--- src/rtl/spi_cmd_regfile.sv ---
// rtl/spi_cmd_regfile.sv - byte-level SPI command decoder with parameter registers and feedback readback
module spi_cmd_regfile #(
    parameter int                NUM_REGS = 4,
    parameter int                NUM_FB   = 2,
    parameter int                DATA_W   = 16,
    parameter int                CHK_EN   = 1,
    parameter logic [DATA_W-1:0] REG_RST  = '0
) (
    input  logic                       clk,
    input  logic                       rst,
    input  logic [7:0]                 rx_data,
    input  logic                       rx_valid,
    input  logic                       cs_n,
    output logic [7:0]                 tx_data,
    output logic                       machine_start,
    output logic                       machine_stop,
    output logic [NUM_REGS*DATA_W-1:0] reg_data,
    output logic [NUM_REGS-1:0]        reg_update,
    input  logic [NUM_FB*DATA_W-1:0]   fb_data,
    output logic                       cmd_err
);

    localparam int            NB   = DATA_W / 8;
    localparam int            CW   = $clog2(NB) + 1;
    localparam logic [CW-1:0] LAST = CW'(NB - 1);

    typedef enum logic [2:0] {
        S_IDLE,
        S_PULSE_START,
        S_PULSE_STOP,
        S_WR_DATA,
        S_WR_CHK,
        S_RD_DATA
    } state_t;

    state_t                     state_q;
    logic [CW-1:0]              cnt_q;
    logic [3:0]                 idx_q;
    logic [7:0]                 acc_q;
    logic [DATA_W-1:0]          shadow_q;
    logic [NUM_REGS*DATA_W-1:0] reg_q;
    logic [NUM_REGS-1:0]        upd_q;
    logic                       start_q;
    logic                       stop_q;
    logic                       err_q;
    logic [7:0]                 tx_q;
    logic                       cs_meta_q;
    logic                       cs_sync_q;
    logic                       cs_prev_q;

    logic                       frame_end;
    logic                       op_wr;
    logic                       op_rd;
    logic [CW-1:0]              cnt_inc;
    logic [DATA_W-1:0]          shadow_d;
    logic [DATA_W-1:0]          commit_src;
    logic [7:0]                 rd_next;
    logic [DATA_W-1:0]          fb_sel;
    logic [NUM_REGS*DATA_W-1:0] reg_d;
    logic [NUM_REGS-1:0]        upd_d;

    // Bring chip select into the clk domain; a rising edge marks the end of a frame.
    always_ff @(posedge clk or posedge rst) begin
        if (rst) begin
            cs_meta_q <= 1'b1;
            cs_sync_q <= 1'b1;
            cs_prev_q <= 1'b1;
        end else begin
            cs_meta_q <= cs_n;
            cs_sync_q <= cs_meta_q;
            cs_prev_q <= cs_sync_q;
        end
    end

    assign frame_end = cs_sync_q & ~cs_prev_q;
    assign op_wr     = (rx_data[7:4] == 4'h8) && (int'(rx_data[3:0]) < NUM_REGS);
    assign op_rd     = (rx_data[7:4] == 4'hC) && (int'(rx_data[3:0]) < NUM_FB);
    assign cnt_inc   = cnt_q + CW'(1);

    // Byte-lane helpers: merge the incoming byte, pick the next readback byte, select the feedback channel.
    always_comb begin
        shadow_d = shadow_q;
        rd_next  = 8'hFF;
        fb_sel   = '0;
        for (int b = 0; b < NB; b++) begin
            if (cnt_q == CW'(b)) begin
                shadow_d[b*8 +: 8] = rx_data;
            end
            if (cnt_inc == CW'(b)) begin
                rd_next = shadow_q[b*8 +: 8];
            end
        end
        for (int ch = 0; ch < NUM_FB; ch++) begin
            if (rx_data[3:0] == 4'(ch)) begin
                fb_sel = fb_data[ch*DATA_W +: DATA_W];
            end
        end
    end

    // Whole-register commit value: the target register is replaced in a single cycle.
    always_comb begin
        commit_src = (state_q == S_WR_CHK) ? shadow_q : shadow_d;
        reg_d      = reg_q;
        upd_d      = '0;
        for (int r = 0; r < NUM_REGS; r++) begin
            if (idx_q == 4'(r)) begin
                reg_d[r*DATA_W +: DATA_W] = commit_src;
                upd_d[r]                  = 1'b1;
            end
        end
    end

    // Command FSM with registered pulses and response byte; frame end overrides after the byte is handled.
    always_ff @(posedge clk or posedge rst) begin
        if (rst) begin
            state_q  <= S_IDLE;
            cnt_q    <= '0;
            idx_q    <= '0;
            acc_q    <= '0;
            shadow_q <= '0;
            reg_q    <= {NUM_REGS{REG_RST}};
            upd_q    <= '0;
            start_q  <= 1'b0;
            stop_q   <= 1'b0;
            err_q    <= 1'b0;
            tx_q     <= 8'hFF;
        end else begin
            start_q <= 1'b0;
            stop_q  <= 1'b0;
            err_q   <= 1'b0;
            upd_q   <= '0;
            case (state_q)
                S_IDLE: begin
                    if (rx_valid) begin
                        if (rx_data == 8'h06) begin
                            start_q <= 1'b1;
                            state_q <= S_PULSE_START;
                        end else if (rx_data == 8'h04) begin
                            stop_q  <= 1'b1;
                            state_q <= S_PULSE_STOP;
                        end else if (op_wr) begin
                            idx_q    <= rx_data[3:0];
                            cnt_q    <= '0;
                            acc_q    <= rx_data;
                            shadow_q <= '0;
                            state_q  <= S_WR_DATA;
                        end else if (op_rd) begin
                            idx_q    <= rx_data[3:0];
                            cnt_q    <= '0;
                            shadow_q <= fb_sel;
                            tx_q     <= fb_sel[7:0];
                            state_q  <= S_RD_DATA;
                        end else begin
                            err_q <= 1'b1;
                        end
                    end
                end
                S_PULSE_START, S_PULSE_STOP: begin
                    state_q <= S_IDLE;
                end
                S_WR_DATA: begin
                    if (rx_valid) begin
                        shadow_q <= shadow_d;
                        acc_q    <= acc_q ^ rx_data;
                        if (cnt_q == LAST) begin
                            cnt_q <= '0;
                            if (CHK_EN != 0) begin
                                state_q <= S_WR_CHK;
                            end else begin
                                reg_q    <= reg_d;
                                upd_q    <= upd_d;
                                shadow_q <= '0;
                                state_q  <= S_IDLE;
                            end
                        end else begin
                            cnt_q <= cnt_inc;
                        end
                    end
                end
                S_WR_CHK: begin
                    if (rx_valid) begin
                        if (rx_data == acc_q) begin
                            reg_q <= reg_d;
                            upd_q <= upd_d;
                        end else begin
                            err_q <= 1'b1;
                        end
                        shadow_q <= '0;
                        state_q  <= S_IDLE;
                    end
                end
                S_RD_DATA: begin
                    if (rx_valid) begin
                        if (cnt_q == LAST) begin
                            cnt_q   <= '0;
                            tx_q    <= 8'hFF;
                            state_q <= S_IDLE;
                        end else begin
                            cnt_q <= cnt_inc;
                            tx_q  <= rd_next;
                        end
                    end
                end
                default: begin
                    state_q <= S_IDLE;
                end
            endcase
            if (frame_end) begin
                state_q  <= S_IDLE;
                cnt_q    <= '0;
                shadow_q <= '0;
                tx_q     <= 8'hFF;
            end
        end
    end

    assign tx_data       = tx_q;
    assign machine_start = start_q;
    assign machine_stop  = stop_q;
    assign reg_data      = reg_q;
    assign reg_update    = upd_q;
    assign cmd_err       = err_q;

endmodule

--- config.mk ---
export PLATFORM = sky130hd
export DESIGN_NAME = spi_cmd_regfile
export DESIGN_NICKNAME = d
export VERILOG_FILES = /design/src/rtl/spi_cmd_regfile.sv
export SDC_FILE = /design/constraint.sdc
export NUM_CORES = 1
export LEC_CHECK = 0
export ABC_CLOCK_PERIOD_IN_PS = 5600
export CAP_MARGIN = 20
export CORE_MARGIN = 4
export CORE_UTILIZATION = 51
export CTS_CLUSTER_SIZE = 10
export DETAILED_ROUTE_END_ITERATION = 6
export GPL_ROUTABILITY_DRIVEN = 1
export PLACE_DENSITY_LB_ADDON = 0.2
export SLEW_MARGIN = 10
export SYNTH_ARGS = -nofsm -noshare
export SYNTH_HDL_FRONTEND = slang
export SYNTH_SLANG_ARGS = --single-unit
export TNS_END_PERCENT = 20
--- constraint.sdc ---
create_clock -name clk -period 5.6 [get_ports clk]
set_input_delay 1.68 -clock clk [delete_from_list [all_inputs] [get_ports clk]]
set_output_delay 1.68 -clock clk [all_outputs]
set_load 0.01 [all_outputs]
==> results.ini <==
[outcome]
status = finished, final reports clean

[route]
wl_per_cell_um = 19.9
drt_first_pass_iters = 5
drt_wl_total_um = 14200
via_per_inst = 5.85
vias = 4163
drtIter0Drc = 392
antenna_left = 0
drc = 0

[setup_path]
crit_chain = clkdlybuf4s50_1 > or3b_1 > nor3_1 > and4_1 > mux2_2
path_class = in -> reg
worst_setup_path_end_kind = flip-flop
cp_max_fo = 16
worstPathRequired_ns = 5.99
worstPathArrival_ns = 4.40
critical_path.top_delay_family = simple AND/OR/NAND/NOR gates
slowest_delay_ns = 0.76
start_kind = input pin
crit_buf_inv = 1
slowest_stage = and4_1

[clock_network]
post_cts_resized = 0
numCtsBuffers = 17
clockRootBuffer = clkbuf_8
post_cts_buffers = 0
holdBufCountCts = 0
cts_tree = built
clock_latency_ns = 0.51
cts_max_level = 4
cts.sink_count = 115
clk_pin_slew_ns = 0.06
clock_path_buffers = 2

[synthesis]
avgSynthCellArea_um2 = 12.7
synthDistinctLibCells = 60
synthFlopType = dfrtp_1
ys_ff_latch = 115
synth_area_um2 = 5700
yosys_warnings = 0
synth_nets = 492
async_flop_share = 1.00
synth-seq-area-share = 0.507
synth_edf_count = 0
syn_inst = 448

[floorplanning]
core-area_um2 = 10900
die_x_um = 114
io_pins = 123
rows = 38
die_area_um2 = 12900
die_h_um = 114
initial_core_util = 0.524

[place]
dp.cells = 679
place.port_buffers = 122
post_dp_cell_area_um2 = 6950
dp_hpwl_um = 10400
gp_congestion = 0.931

[cells_and_area]
antenna_cells = 0
final_area_um2 = 7470
multi_input_area_um2 = 2550
area_growth_pct = 31.1
instances_no_fill = 712
seqCellArea_um2 = 2890
fin_nets = 603
fill_cells = 840
layout-drive-gt1-share = 0.234

[worst_hold_path]
worstHoldPathType = reg -> reg

[timing]
fin_worst_skew_ns = 0.00938
fin_hold_ws_ns = 0.359
tns_ns = 0
period_needed_ns = 4.01
slew_headroom = 0.281
finalCritPeriodShare = 0.716
setup-violations-final = 0
hold_viol = 0
final_max_slew_viol_count = 0
max_freq_mhz = 249
rsz0062_at_grt = no
tightest_slew_ns = 1.07

[pwr]
power_frac_seq = 0.405
p_int_mw = 1.81
swShare = 0.304
vdd_drop_max_uv = 231
leakage_nw = 3.30
powerDensity_nw_per_um2 = 348
combPwrFrac = 0.231
p_clk_frac = 0.364
p_sw_mw = 0.791

[global_routing]
track_usage = 0.227
grt_antenna_before_repair = 0
overflow = 0
grt_pass1_wl_um = 22700
grt_pass1_vias = 4272
grt_max_degree = 59

[flow_run]
drv_cap = 0

==> cells in the final DEF, fill, tap and decap left out, types with 5 or more instances in the layout <==
cell type and n:
nand2_1 9, dfrtp_1 104, buf_4 5, nor2b_1 5, mux2_2 56, a21oi_1 14, o311ai_0 8, dfstp_2 11
mux2_1 12, a211oi_1 16, clkdlybuf4s50_1 122, xor2_1 5, clkinv_2 7, inv_1 18, or2_2 5, clkbuf_16 16
mux2_4 10, nand3_1 6, o221ai_1 24, mux2i_1 32, nor2_1 11
==> cells by family (layout without fill, tap and decap cells) <==
logic type / Yosys count / after routing / share of synthesized area
flops: 115 / 115 / 0.507
xor+xnor: 7 / 7 / 0.0108
buf+inv: 55 / 179 / 0.0463
compound gates: 85 / 85 / 0.124
simple gates: 76 / 76 / 0.0950
mux: 110 / 110 / 0.217
==> per-stage QoR <==
stage | power (mW) | utilization | setup WS, ns
2_1_floorplan | 1.45 | - | 0.894
3_3_place_gp | 1.64 | 0.638 | 1.15
3_5_place_dp | 1.66 | 0.638 | 1.04
4_1_cts | 2.61 | 0.686 | 1.56
5_1_grt | 2.73 | 0.686 | 1.50
6_report | 2.60 | 0.686 | 1.59
==> worst reg2reg max path: stages, from the launching register on <==
cell	delay [ns]
dfrtp_1	0.51
or3b_1	0.60
nor3_1	0.35
and4_1	0.77
mux2_2	0.43
==> final timing paths <==
path,start,endpoint,slack [ns],cells after the start
worst max-delay path,rx_valid,reg_data[49],1.59,5
worst min-delay path,cs_meta_q,cs_sync_q,0.36,0
worst max register to register,state_q[0],reg_data[49],2.83,4
worst min register to register,cs_meta_q,cs_sync_q,0.36,0
max in group asynchronous,rst,tx_data[7],3.08,3
min in group asynchronous,rst,reg_data[10],1.64,2
==> metal layers <==
layer	wire length [um]	up-vias	track usage
li1	-	1906	-
met1	5870	2054	0.288
met2	6960	183	0.373
met3	1080	20	0.0668
met4	273	0	0.0769
met5	0	-	0
==> cell type report <==
type                       instances  share of cell area
clock buffer                      21              0.0574
clock inverter                    11              0.0119
inverter                          19             0.00988
multi-input combinational        278               0.341
sequential                       115               0.387
tap                              140              0.0234
timing repair buffer             128               0.169
==> synth_stat cells (all sizes together), types with 5 or more instances <==
master | number | area [um^2]
dfrtp | 104 | 2600
mux2 | 78 | 916
mux2i | 32 | 320
o221ai | 24 | 210
clkbuf | 23 | 86.3
inv | 19 | 71.3
a211oi | 16 | 120
a21oi | 15 | 78.8
buf | 13 | 106
dfstp | 11 | 289
nor2 | 11 | 41.3
nand2 | 9 | 33.8
o311ai | 8 | 70.1
nand3 | 6 | 30.0
nor3 | 6 | 40.0
and2 | 5 | 31.3
nor2b | 5 | 31.3
or2 | 5 | 31.3
xor2 | 5 | 43.8
==> power groups by stage <==
| stage | clock [mW] | combinational [mW] | sequential (mW) |
|---|---|---|---|
| floorplan | 0 | 0.420 | 1.03 |
| global placement | 0 | 0.584 | 1.06 |
| detailed placement | 0 | 0.593 | 1.07 |
| CTS | 0.955 | 0.598 | 1.05 |
| global route | 1.01 | 0.650 | 1.07 |
| finish | 0.947 | 0.602 | 1.05 |
==> registers in the layout, indices dropped and copies added, names as in the netlist, 2 cells and up <==
signal / flops
acc_q: 8
cnt_q: 2
idx_q: 4
reg_data: 64
reg_update: 4
shadow_q: 16
state_q: 3
tx_data: 8
No activity file was read; power rests on OpenSTA's default activity.
